[config.mk]
export PLATFORM = sky130hd
export DESIGN_NAME = iob_fifo_reader
export DESIGN_NICKNAME = d
export VERILOG_FILES = /design/src/rtl/iob_fifo_reader.sv
export SDC_FILE = /design/constraint.sdc
export NUM_CORES = 1
export LEC_CHECK = 0
export BUFFER_PORTS_ARGS = -buffer_cell sky130_fd_sc_hd__clkbuf_2
export CAP_MARGIN = 0
export CORE_MARGIN = 3
export CORE_UTILIZATION = 35
export DETAILED_ROUTE_END_ITERATION = 12
export GPL_TIMING_DRIVEN = 1
export HOLD_SLACK_MARGIN = 0.02
export PLACE_DENSITY = 0.62
export SYNTH_ARGS = -nofsm -noshare
export SYNTH_HDL_FRONTEND = slang
export SYNTH_SLANG_ARGS = --single-unit
[constraint.sdc]
create_clock -name clk_i -period 3.7 [get_ports clk_i]
set_clock_uncertainty 0.2 [all_clocks]
set_input_delay 0.37 -clock clk_i [delete_from_list [all_inputs] [get_ports clk_i]]
set_output_delay 0.37 -clock clk_i [all_outputs]
set_load 0.05 [all_outputs]
[src/rtl/iob_fifo_reader.sv]
// rtl/iob_fifo_reader.sv - FIFO read-port drain engine with 2-entry skid buffer and frame marker
// Issues reads against a registered-empty sync FIFO and streams words out on valid/ready.

module iob_fifo_reader #(
   parameter int DATA_W = 32,
   parameter int LEN_W  = 16
) (
   input  logic              clk_i,
   input  logic              arst_i,
   input  logic              cke_i,
   input  logic              rst_i,
   input  logic              en_i,
   input  logic [LEN_W-1:0]  len_i,
   output logic              fifo_r_en_o,
   input  logic [DATA_W-1:0] fifo_r_data_i,
   input  logic              fifo_empty_i,
   output logic [DATA_W-1:0] data_o,
   output logic              valid_o,
   input  logic              ready_i,
   output logic              last_o,
   output logic [LEN_W-1:0]  beat_cnt_o
);

   logic [DATA_W-1:0] buf0_q, buf0_d;
   logic [DATA_W-1:0] buf1_q, buf1_d;
   logic              head_q, head_d;
   logic              tail_q, tail_d;
   logic [1:0]        occ_q, occ_d;
   logic              inflight_q, inflight_d;
   logic [LEN_W-1:0]  beat_cnt_q, beat_cnt_d;

   logic              pop;
   logic              frame_end;
   logic [2:0]        credit;

   assign valid_o    = (occ_q != 2'd0);
   assign data_o     = head_q ? buf1_q : buf0_q;
   assign pop        = valid_o & ready_i;
   // occupancy after this cycle; a read may only be issued if its word will have a slot
   assign credit     = {1'b0, occ_q} + {2'b00, inflight_q} - {2'b00, pop};
   assign fifo_r_en_o = cke_i & ~arst_i & en_i & ~fifo_empty_i & ~rst_i & (credit < 3'd2);
   assign frame_end  = (len_i != '0) && (beat_cnt_q == len_i - LEN_W'(1));
   assign last_o     = valid_o & frame_end;
   assign beat_cnt_o = beat_cnt_q;

   always_comb begin
      buf0_d     = buf0_q;
      buf1_d     = buf1_q;
      head_d     = head_q;
      tail_d     = tail_q;
      occ_d      = occ_q;
      inflight_d = inflight_q;
      beat_cnt_d = beat_cnt_q;
      if (cke_i) begin
         if (rst_i) begin
            head_d     = 1'b0;
            tail_d     = 1'b0;
            occ_d      = 2'd0;
            inflight_d = 1'b0;
            beat_cnt_d = '0;
         end else begin
            inflight_d = fifo_r_en_o;
            if (inflight_q) begin
               if (tail_q) buf1_d = fifo_r_data_i;
               else        buf0_d = fifo_r_data_i;
               tail_d = ~tail_q;
            end
            if (pop) begin
               head_d     = ~head_q;
               beat_cnt_d = frame_end ? '0 : beat_cnt_q + LEN_W'(1);
            end
            occ_d = credit[1:0];
         end
      end
   end

   always_ff @(posedge clk_i or posedge arst_i) begin
      if (arst_i) begin
         buf0_q     <= '0;
         buf1_q     <= '0;
         head_q     <= 1'b0;
         tail_q     <= 1'b0;
         occ_q      <= 2'd0;
         inflight_q <= 1'b0;
         beat_cnt_q <= '0;
      end else begin
         buf0_q     <= buf0_d;
         buf1_q     <= buf1_d;
         head_q     <= head_d;
         tail_q     <= tail_d;
         occ_q      <= occ_d;
         inflight_q <= inflight_d;
         beat_cnt_q <= beat_cnt_d;
      end
   end

endmodule

After elaboration in Yosys (flattened, before gate mapping)
Cells that the tools add are included.
- flip-flop bits (word level): 85
- word-level logic and storage cells: 44
- memory bits (writable): 0
- ROM bits: 0
- memories kept: 0
- output and inout bits: 51
- input port bits: 55
- latch bits: 0
- eq/ne operators: 1
- shift-type cells: 0
- add/sub/neg operators: 4
- multipliers: 0
- muxes and demuxes: 10
- reduce and logical (&&, ||, !) cells: 9
- bitwise operators: 12
- magnitude comparators: 1
- divide/modulo/power cells: 0
- operators by type and width (kind ; number):
    $mux W16 ; 3
    $mux W32 ; 1
    $add A16 B1 Y16 const B ; 1
    $eq A16 B16 Y1 ; 1
    $reduce_bool A16 Y1 ; 1
    $sub A16 B1 Y16 const B ; 1
    $reduce_and A4 Y1 ; 2
    $and A1 B1 Y1 ; 7
    $reduce_bool A2 Y1 ; 3
    $mux W1 ; 5
    $not A1 Y1 ; 5
    $reduce_and A2 Y1 ; 2
    $add A2 B1 Y3 ; 1
    $lt A3 B2 Y1 const B ; 1
    $sub A3 B1 Y3 ; 1
    $mux W2 ; 1
    $logic_and A1 B1 Y1 ; 1

Depth between registers and ports, before layout
Gate-level depths: netlist of run 1.
- word-level depth: 7
- mapped depth: 11
- depth with buffers taken out: 10

Worst setup path before layout of run 1
OpenSTA, ideal clock, no wires.
- path kind: register to output
- from: register occ_q[1]
- to: output fifo_r_en_o
- data required time: 3130 ps
- data arrival time: 3747 ps
- path buffers: 1
- stages on the path, launching flop included: 10
- slack: -617 ps
- cells stage by stage: dfrtp_1 -> inv_1 -> nand2_1 -> and2_1 -> clkbuf_1 -> ha_1 -> inv_1 -> ha_1 -> fa_1 -> nor4_1
- word-level cells in the longest chain between the ends: 5
- elaborated cells on any way between the ends: 6
- classes of those cells: 2 x add/sub; 1 x order compare; 2 x bitwise; 1 x reduce/logical
- RTL lines (item ; line ; source):
    start: declaration ; 28 ; logic [1:0] occ_q, occ_d;
    start signal: assignment ; 83 ; occ_q <= 2'd0;
    start signal: assignment ; 91 ; occ_q <= occ_d;
    $reduce_bool A2 Y1 ; 36 ; assign valid_o = (occ_q != 2'd0);
    named net valid_o ; 18 ; output logic valid_o,
    $and A1 B1 Y1 ; 38 ; assign pop = valid_o & ready_i;
    $sub A3 B1 Y3 ; 40 ; assign credit = {1'b0, occ_q} + {2'b00, inflight_q} - {2'b00, pop};
    $lt A3 B2 Y1 ; 41 ; assign fifo_r_en_o = cke_i & ~arst_i & en_i & ~fifo_empty_i & ~rst_i & (credit < 3'd2);
    $and A1 B1 Y1 ; 41 ;
    end: declaration ; 14 ; output logic fifo_r_en_o,
The timed path passes the listed nets, and every way through them passes these cells.

Final worst setup path of run 1
- from: register occ_q[1]
- to: output fifo_r_en_o
- word-level cells in the longest chain between the ends: 5
- elaborated cells on any way between the ends: 6
- classes of those cells: 2 x add/sub; 1 x order compare; 2 x bitwise; 1 x reduce/logical
- RTL lines (item ; line):
    branches (longest 2 deep; another with $add A2 B1 Y3) ; n/a
    $sub A3 B1 Y3 (*) ; 40
    $lt A3 B2 Y1 (*) ; 41
    $and A1 B1 Y1 (*) ; 41
Every way passes the cells marked *.

==> results.cfg, run 1 <==
[clock_tree]
clockRootBuffer = clkbuf_16
post_cts_buffers = 0
clock-sinks = 85
h-tree-depth = 3
clock_path_buffers = 2
clk_pin_slew_ps = 60
numCtsBuffers = 9
cts_tree = done
clk_latency_ps = 330

[logic_synthesis]
synth_fp_nets = 428
yosysSeqAreaShare = 0.477
synth_top_flop_cell = dfrtp_1
yosys.area_share.simple = 0.106
synth.area.mux_share = 0.254
synth_edf_count = 0
synth.avg_cell_area_sq_um = 12.1
synth_fa_ha_area_frac = 0.0157
synth_largest_area_cell = dfrtp_1
async_reset_ff_frac = 1.00
synthTopCellsByArea = dfrtp_1 (48%), mux2_2 (25%), xor2_1 (2.9%)
ys_top_cells_by_count = mux2_2 (98), dfrtp_1 (85), nand2_1 (15), xor2_1 (15), nor2_1 (14)
yosysMostFrequentCell = mux2_2
synth-compound-area-share = 0.0657
synth.top_cell.area_share = 0.477
syn_inst = 368
synth_top_family_by_area = multiplexers
synth_area_sq_um = 4460
synth_seq_cells = 85
synthDistinctLibCells = 50
yosys_warnings = 0
synth_xor_xnor_area_share = 0.0511

[worst_setup_path]
crit_buf_inv = 3
crit_required_ps = 3130
cp_slowest_stage_delay_ps = 510
crit_slowest_cell = fa_1
crit_cells = 9
reg2regPathDepth = 8
crit_chain = inv_1, nand2_1, and2_1, ha_1, inv_1, ha_1, fa_1, nor4_4, clkbuf_2
start_kind = register
cp-end-kind = output pin
critPathKind = register to output pin
crit_family = adder cells
cp_max_fo = 5
worst_ep_arrival_time_ps = 2840

[power]
netSwitchingPower_w = 0.00155
power_density_nw_per_um2 = 703
swShare = 0.402
p_leak_nw = 2.74
ir_drop_mv = 0.446
power_frac_comb = 0.416
p_clk_frac = 0.250
p_seq_frac = 0.334
internal-power_w = 0.00231

[timing]
rsz0062_at_grt = no
setup_violations = 0
tightest_slew_ps = 1170
setup_tns_ps = 0
slew_headroom = 0.213
post-route-period-util = 0.922
fmaxAchievable_ghz = 0.293
whs_ps = 78.7
final_hold_viol_count = 0
drv_slew = 0
period_minus_slack_ps = 3410

[layout]
drive_gt1_frac = 0.496
regArea_sq_um = 2130
final_nets = 531
n_antenna_cell = 0
multiInputGateArea_sq_um = 2210
fill_cells = 1185
syn_to_final_growth_pct = 23.3

[worst_hold_path]
hold_path_depth = 2
holdCritPathClass = primary input to register

[global_routing]
grt_pass1_wl_um = 16500
grt-ovfl-total = 0
grt_pass1_vias = 3372
grt_max_degree = 35
antenna_found_initial = 0
grt_usage = 0.142

[die]
rows = 40
start_util = 0.365
die_w_um = 119
dieArea_sq_um = 14100
io_pins = 106
core_area_sq_um = 12200
die_y_um = 119

[route]
firstDrtPassIters = 4
drt-wirelength-per-cell_um = 15.3
drt_iter0_markers = 163
vias = 3243
ant_nets = 0
drc = 0
wirelength_um = 9840
vias_per_cell = 5.04

[placement]
routabilityCongestion = 0.842
dp_hpwl_um = 7190
io_buffers = 105

[outcome]
status = finished, final reports clean

[job]
maxCapViolations = 0
metal layers:
layer  track usage  vias up  wire (um)
li1              -     1540          -
met1         0.178     1586       4250
met2         0.229      107       4620
met3        0.0551       10        895
met4        0.0406        0         77
met5             0        -          0
placed cells by master, fill, tap and decap left out, types with 3 or more instances in the layout:
cell type	Yosys	layout
buf_4	1	5
clkbuf_2	0	105
xor2_1	15	15
and3_1	8	8
nor2_1	14	14
a22o_1	7	7
dfrtp_1	85	85
inv_1	13	12
nand3_1	9	9
o22ai_1	4	4
o21ai_1	3	3
clkbuf_16	0	9
a221o_1	4	4
nand2b_1	3	3
ha_1	4	4
xnor2_1	11	11
nand3b_1	3	3
nand4_1	5	5
mux2i_1	3	3
nand2_1	15	15
a21oi_1	6	6
mux2_2	98	98
nor3_1	5	5
logic make-up after synthesis:
| logic type | count (synthesis) |
|---|---|
| multiplexers | 101 |
| AND/OR/NAND/NOR | 81 |
| XOR/XNOR | 26 |
| flip-flops | 85 |
| AO/OA/AOI/OAI | 38 |
| buffers and inverters | 32 |
| adder cells (fa/ha/maj) | 5 |
state kept, by name (all words and copies together) (netlist names):
register and count:
occ_q 2, head_q 1, tail_q 1, buf0_q 32, buf1_q 32, beat_cnt_o 16
inflight_q 1
area by class of cell:
type	instances	share of cell area
clock buffers	9	0.0410
clock inverters	7	0.0178
inverters	13	0.00911
multi-input cells	251	0.402
flip-flops and latches	85	0.387
well taps	168	0.0383
repair buffers	111	0.104
final timing paths:
| check | from | end | slack, ps |
|---|---|---|---|
| min in group asynchronous | arst_i | occ_q[1]$_DFFE_PP0P_ | 450 |
| hold reg to reg | buf1_q[18]$_DFFE_PP0P_ | buf1_q[18]$_DFFE_PP0P_ | 300 |
| hold / removal | fifo_r_data_i[1] | buf1_q[1]$_DFFE_PP0P_ | 80 |
| max in group asynchronous | arst_i | buf1_q[14]$_DFFE_PP0P_ | 2060 |
| setup / recovery | occ_q[1]$_DFFE_PP0P_ | fifo_r_en_o | 290 |
| setup reg to reg | beat_cnt_o[3]$_DFFE_PP0P_ | beat_cnt_o[11]$_DFFE_PP0P_ | 1050 |
through the flow:
stage	power (W)	area [sq um]	setup WS [ps]	util	cells
4_1_cts	0.00391	5490	259	0.450	644
6_report	0.00386	5490	289	0.450	644
2_1_floorplan	0.00258	4470	257	-	368
3_5_place_dp	0.00293	5160	580	0.423	627
3_3_place_gp	0.00289	5160	645	0.423	627
5_1_grt	0.00407	5490	152	0.450	644
power by group through the flow:
stage	sequential, W	combinational [W]	clock (W)
5_1_grt	0.00133	0.00171	0.00103
3_3_place_gp	0.00129	0.00160	0
4_1_cts	0.00130	0.00163	0.000991
6_report	0.00129	0.00161	0.000966
3_5_place_dp	0.00131	0.00162	0
2_1_floorplan	0.00129	0.00129	0
repair_timing:
action / CTS / global route
hold endpoints to repair: 28 / 0
gates resized for setup: 0 / 0
hold buffers: 1 / 0
Power figures use the tool's default switching activity.
==> run 2, diff against run 1 <==
--- a/config.mk
+++ b/config.mk
@@ -12,7 +12,7 @@
 export DETAILED_ROUTE_END_ITERATION = 12
 export GPL_TIMING_DRIVEN = 1
 export HOLD_SLACK_MARGIN = 0.02
-export PLACE_DENSITY = 0.62
+export PLACE_DENSITY = 0.67
 export SYNTH_ARGS = -nofsm -noshare
 export SYNTH_HDL_FRONTEND = slang
 export SYNTH_SLANG_ARGS = --single-unit
==> results.cfg, run 2 (synthesis results as in run 1) <==
[placement]
routabilityCongestion = 0.866
io_buffers = 105
pre_cts_slack_ps = 563
dp_hpwl_um = 7100
placed_area_sq_um = 5160

[timing]
setup_ws_ps = 230
setup_tns_ps = 0
fmaxAchievable_ghz = 0.288
tightest_slew_ps = 1150
rsz0062_at_grt = no
period_minus_slack_ps = 3470
post-route-period-util = 0.938
slew_headroom = 0.230
drv_slew = 0
final_hold_viol_count = 0
setup_violations = 0

[layout]
mostFrequentLayoutCells = clkbuf_2 (105), mux2_2 (98), dfrtp_1 (85), xor2_1 (15), nand2_1 (15)
n_antenna_cell = 0
final_nets = 531
drive_gt1_frac = 0.496
final_common_cell = clkbuf_2
syn_to_final_growth_pct = 23.3
post-route-util = 0.450
fin_area_sq_um = 5500

[worst_hold_path]
hold_path_depth = 2
holdCritPathClass = primary input to register
min_from = fifo_r_data_i[13]
worstHoldEndpoint = buf1_q[13]$_DFFE_PP0P_

[power]
power_density_nw_per_um2 = 704
p_leak_nw = 2.75
ir_drop_mv = 0.442
p_seq_frac = 0.335
swShare = 0.401
internal-power_w = 0.00231
netSwitchingPower_w = 0.00155
p_clk_frac = 0.249
total_power_w = 0.00387
power_frac_comb = 0.416

[worst_setup_path]
cp_slowest_stage_delay_ps = 520
reg2regPathDepth = 8
crit_chain = inv_1, nand2_1, and2_1, ha_1, inv_1, ha_1, fa_1, nor4_4, clkbuf_2
start_kind = register
r2r-start = beat_cnt_o[3]$_DFFE_PP0P_
cp_max_fo = 5
regToRegSetupSlack_ps = 1000
crit_required_ps = 3130
worst_ep_arrival_time_ps = 2900
cp-end-kind = output pin
crit_slowest_cell = fa_1
reg2reg_to = beat_cnt_o[13]$_DFFE_PP0P_
critPathKind = register to output pin

[clock_tree]
clk_pin_slew_ps = 70
clk_latency_ps = 330
clock_path_buffers = 2
h-tree-depth = 3
cts_tree = done
post_cts_buffers = 0
clockRootBuffer = clkbuf_16
post_cts_resized = 0
clock-sinks = 85
numCtsBuffers = 9

[global_routing]
grt_max_degree = 45
grt_pass1_vias = 3431
grt_usage = 0.143
grt_pass1_wl_um = 16700
grt-ovfl-total = 0
antenna_found_initial = 0

[route]
ant_nets = 0
wirelength_um = 9750
vias = 3225
vias_per_cell = 5.01
drc = 0
drt-wirelength-per-cell_um = 15.1
drt_iter0_markers = 119
firstDrtPassIters = 4

[die]
start_util = 0.365
die_w_um = 119
die_y_um = 119
rows = 40
io_pins = 106
core_area_sq_um = 12200
dieArea_sq_um = 14100

[outcome]
status = finished, final reports clean

[job]
maxCapViolations = 0
[run 2: cell type report]
| cell class | instances | area (sq um) |
|---|---|---|
| inverter | 13 | 50.0 |
| tap | 168 | 210 |
| clock inverter | 7 | 98.8 |
| fill | 1174 | 6720 |
| multi-input combinational | 251 | 2210 |
| sequential | 85 | 2130 |
| clock buffer | 9 | 225 |
| timing repair buffer | 111 | 573 |
[run 2: worst max path at each step]
| stage | startpoint | to | slack (ps) |
|---|---|---|---|
| 2_1_floorplan | occ_q[1]$_DFFE_PP0P_ | fifo_r_en_o | 260 |
| 3_3_place_gp | occ_q[1]$_DFFE_PP0P_ | fifo_r_en_o | 660 |
| 3_5_place_dp | occ_q[1]$_DFFE_PP0P_ | fifo_r_en_o | 560 |
| 4_1_cts | occ_q[1]$_DFFE_PP0P_ | fifo_r_en_o | 190 |
| 5_1_grt | occ_q[1]$_DFFE_PP0P_ | fifo_r_en_o | 100 |
| 6_report | occ_q[1]$_DFFE_PP0P_ | fifo_r_en_o | 230 |
[run 2: critical path: cells and delay by family, from the launching register on]
family,cells,cell delay (ps)
adders and majority gates,3,990
buffers and inverters,3,500
DFF,1,410
and+or+nand+nor,3,670
[run 2: stage by stage]
step                      hold slack (ps)  cells
after global routing                 75.3    644
after global placement                281    627
after detailed placement              288    627
after floorplan                       259    368
after CTS                            69.9    644
final                                81.9    644
[run 2: per-layer routing]
metal  GRT usage  part of all wire
met1       0.183              0.44
met2       0.236              0.47
met3      0.0418             0.076
met4      0.0369            0.0088
met5           0                 0
[run 2: what timing repair did]
item	in CTS	in global routing
endpoints found under the setup margin	0	0
hold buffers	1	0
endpoints found under the hold margin	42	0
[run 2: power by group through the flow]
stage | sequential, W | clock, W | combinational, W
floorplan | 0.00129 | 0 | 0.00129
global placement | 0.00129 | 0 | 0.00159
detailed placement | 0.00131 | 0 | 0.00162
CTS | 0.00130 | 0.000989 | 0.00163
global route | 0.00133 | 0.00103 | 0.00171
finish | 0.00130 | 0.000961 | 0.00161
==> run 3, diff against run 2 <==
==> constraint.sdc (replaced) <==
create_clock -name clk_i -period 3.7 [get_ports clk_i]
set_clock_uncertainty 0.2 [all_clocks]
set_input_delay 0.185 -clock clk_i [delete_from_list [all_inputs] [get_ports clk_i]]
set_output_delay 0.185 -clock clk_i [all_outputs]
set_load 0.05 [all_outputs]
==> results.cfg, run 3 (synthesis results as in run 1) <==
[outcome]
status = finished, final reports clean

[worst_setup_path]
critPathKind = register to output pin
crit_buf_inv = 3
crit_required_ps = 3310
crit_slowest_cell = fa_1
cp_slowest_stage_delay_ps = 480
worst_ep_arrival_time_ps = 2850
cp-end-kind = output pin
start_kind = register
crit_chain = inv_1, nand2_1, and2_1, ha_1, inv_1, ha_1, fa_1, nor4_2, clkbuf_2
crit_family = adder cells
cp_max_fo = 5

[die]
die_w_um = 119
rows = 40
io_pins = 106
dieArea_sq_um = 14100
core_area_sq_um = 12200
die_y_um = 119
start_util = 0.365

[clock_tree]
clk_pin_slew_ps = 60
clk_latency_ps = 330
clockRootBuffer = clkbuf_16
clock-sinks = 85
numCtsBuffers = 9
cts_tree = done
clock_path_buffers = 2
h-tree-depth = 3
post_cts_buffers = 0

[timing]
slew_headroom = 0.272
drv_slew = 0
rsz0062_at_grt = no
post-route-period-util = 0.873
tightest_slew_ps = 1090
period_minus_slack_ps = 3230
final_hold_viol_count = 0
fmaxAchievable_ghz = 0.310
setup_violations = 0
setup_tns_ps = 0

[route]
firstDrtPassIters = 4
drt-wirelength-per-cell_um = 15.3
wirelength_um = 10400
drt_iter0_markers = 137
drc = 0
ant_nets = 0
vias_per_cell = 5.01
vias = 3399

[power]
power_density_nw_per_um2 = 659
p_leak_nw = 2.88
ir_drop_mv = 0.530

[global_routing]
grt_usage = 0.150
grt-ovfl-total = 0
antenna_found_initial = 0
grt_pass1_wl_um = 17600
grt_max_degree = 59
grt_pass1_vias = 3570

[layout]
syn_to_final_growth_pct = 30.4
final_nets = 566
n_antenna_cell = 0
mostFrequentLayoutCells = clkbuf_2 (105), mux2_2 (98), dfrtp_1 (85), dlygate4sd3_1 (36)
post-route-util = 0.476
drive_gt1_frac = 0.461
final_common_cell = clkbuf_2

[placement]
dp_hpwl_um = 7160
io_buffers = 105
routabilityCongestion = 0.843

[job]
maxCapViolations = 0

[worst_hold_path]
holdCritPathClass = primary input to register
run 3: routing by layer:
layer	part of all wire	GRT usage	wire length [um]
met1	0.44	0.190	4510
met2	0.47	0.242	4890
met3	0.076	0.0503	793
met4	0.017	0.0471	179
met5	0	0	0
run 3: what timing repair did:
item | 4_1_cts | 5_1_grt
endpoints found under the hold margin | 125 | 0
hold buffers | 36 | 0
gates resized for setup | 0 | 0
endpoints found under the setup margin | 0 | 0
run 3: worst paths after layout:
check	from	endpoint	slack (ps)	cells past startpoint
max	occ_q[1]$_DFFE_PP0P_	fifo_r_en_o	470	9
min	en_i	inflight_q$_DFFE_PP0P_	50	4
max reg2reg	beat_cnt_o[3]$_DFFE_PP0P_	beat_cnt_o[12]$_DFFE_PP0P_	1030	8
min reg2reg	buf0_q[4]$_DFFE_PP0P_	buf0_q[4]$_DFFE_PP0P_	300	1
max in group asynchronous	arst_i	buf1_q[21]$_DFFE_PP0P_	2100	4
min in group asynchronous	arst_i	inflight_q$_DFFE_PP0P_	420	3
run 3: power by group:
part	internal, W	total, W	switching [W]
sequential	0.00118	0.00130	0.000124
combinational	0.000571	0.00164	0.00107
clock	0.000525	0.000891	0.000366
run 3: area by class of cell:
| type | count | area, sq um |
|---|---|---|
| Fill cell | 1138 | 6400 |
| Multi-Input combinational cell | 251 | 2200 |
| Sequential cell | 85 | 2130 |
| Timing Repair Buffer | 146 | 923 |
| Clock buffer | 9 | 225 |
| Tap cell | 168 | 210 |
| Clock inverter | 6 | 72.6 |
| Inverter | 13 | 50.0 |
run 3: stage by stage:
step	setup WS [ps]	hold WS [ps]	power [W]	instances	instance area, sq um
after floorplan	34.5	74.1	0.00257	368	4460
after global placement	876	230	0.00287	627	5150
after detailed placement	817	236	0.00292	627	5150
after CTS	434	36.6	0.00386	678	5810
after global routing	274	71.2	0.00405	678	5810
final	469	46.2	0.00383	678	5810
run 3: worst min-delay path, cell delays in order:
cell	delay, ps
clkbuf_2	80
nand3b_1	90
nor4_2	40
o21bai_1	140
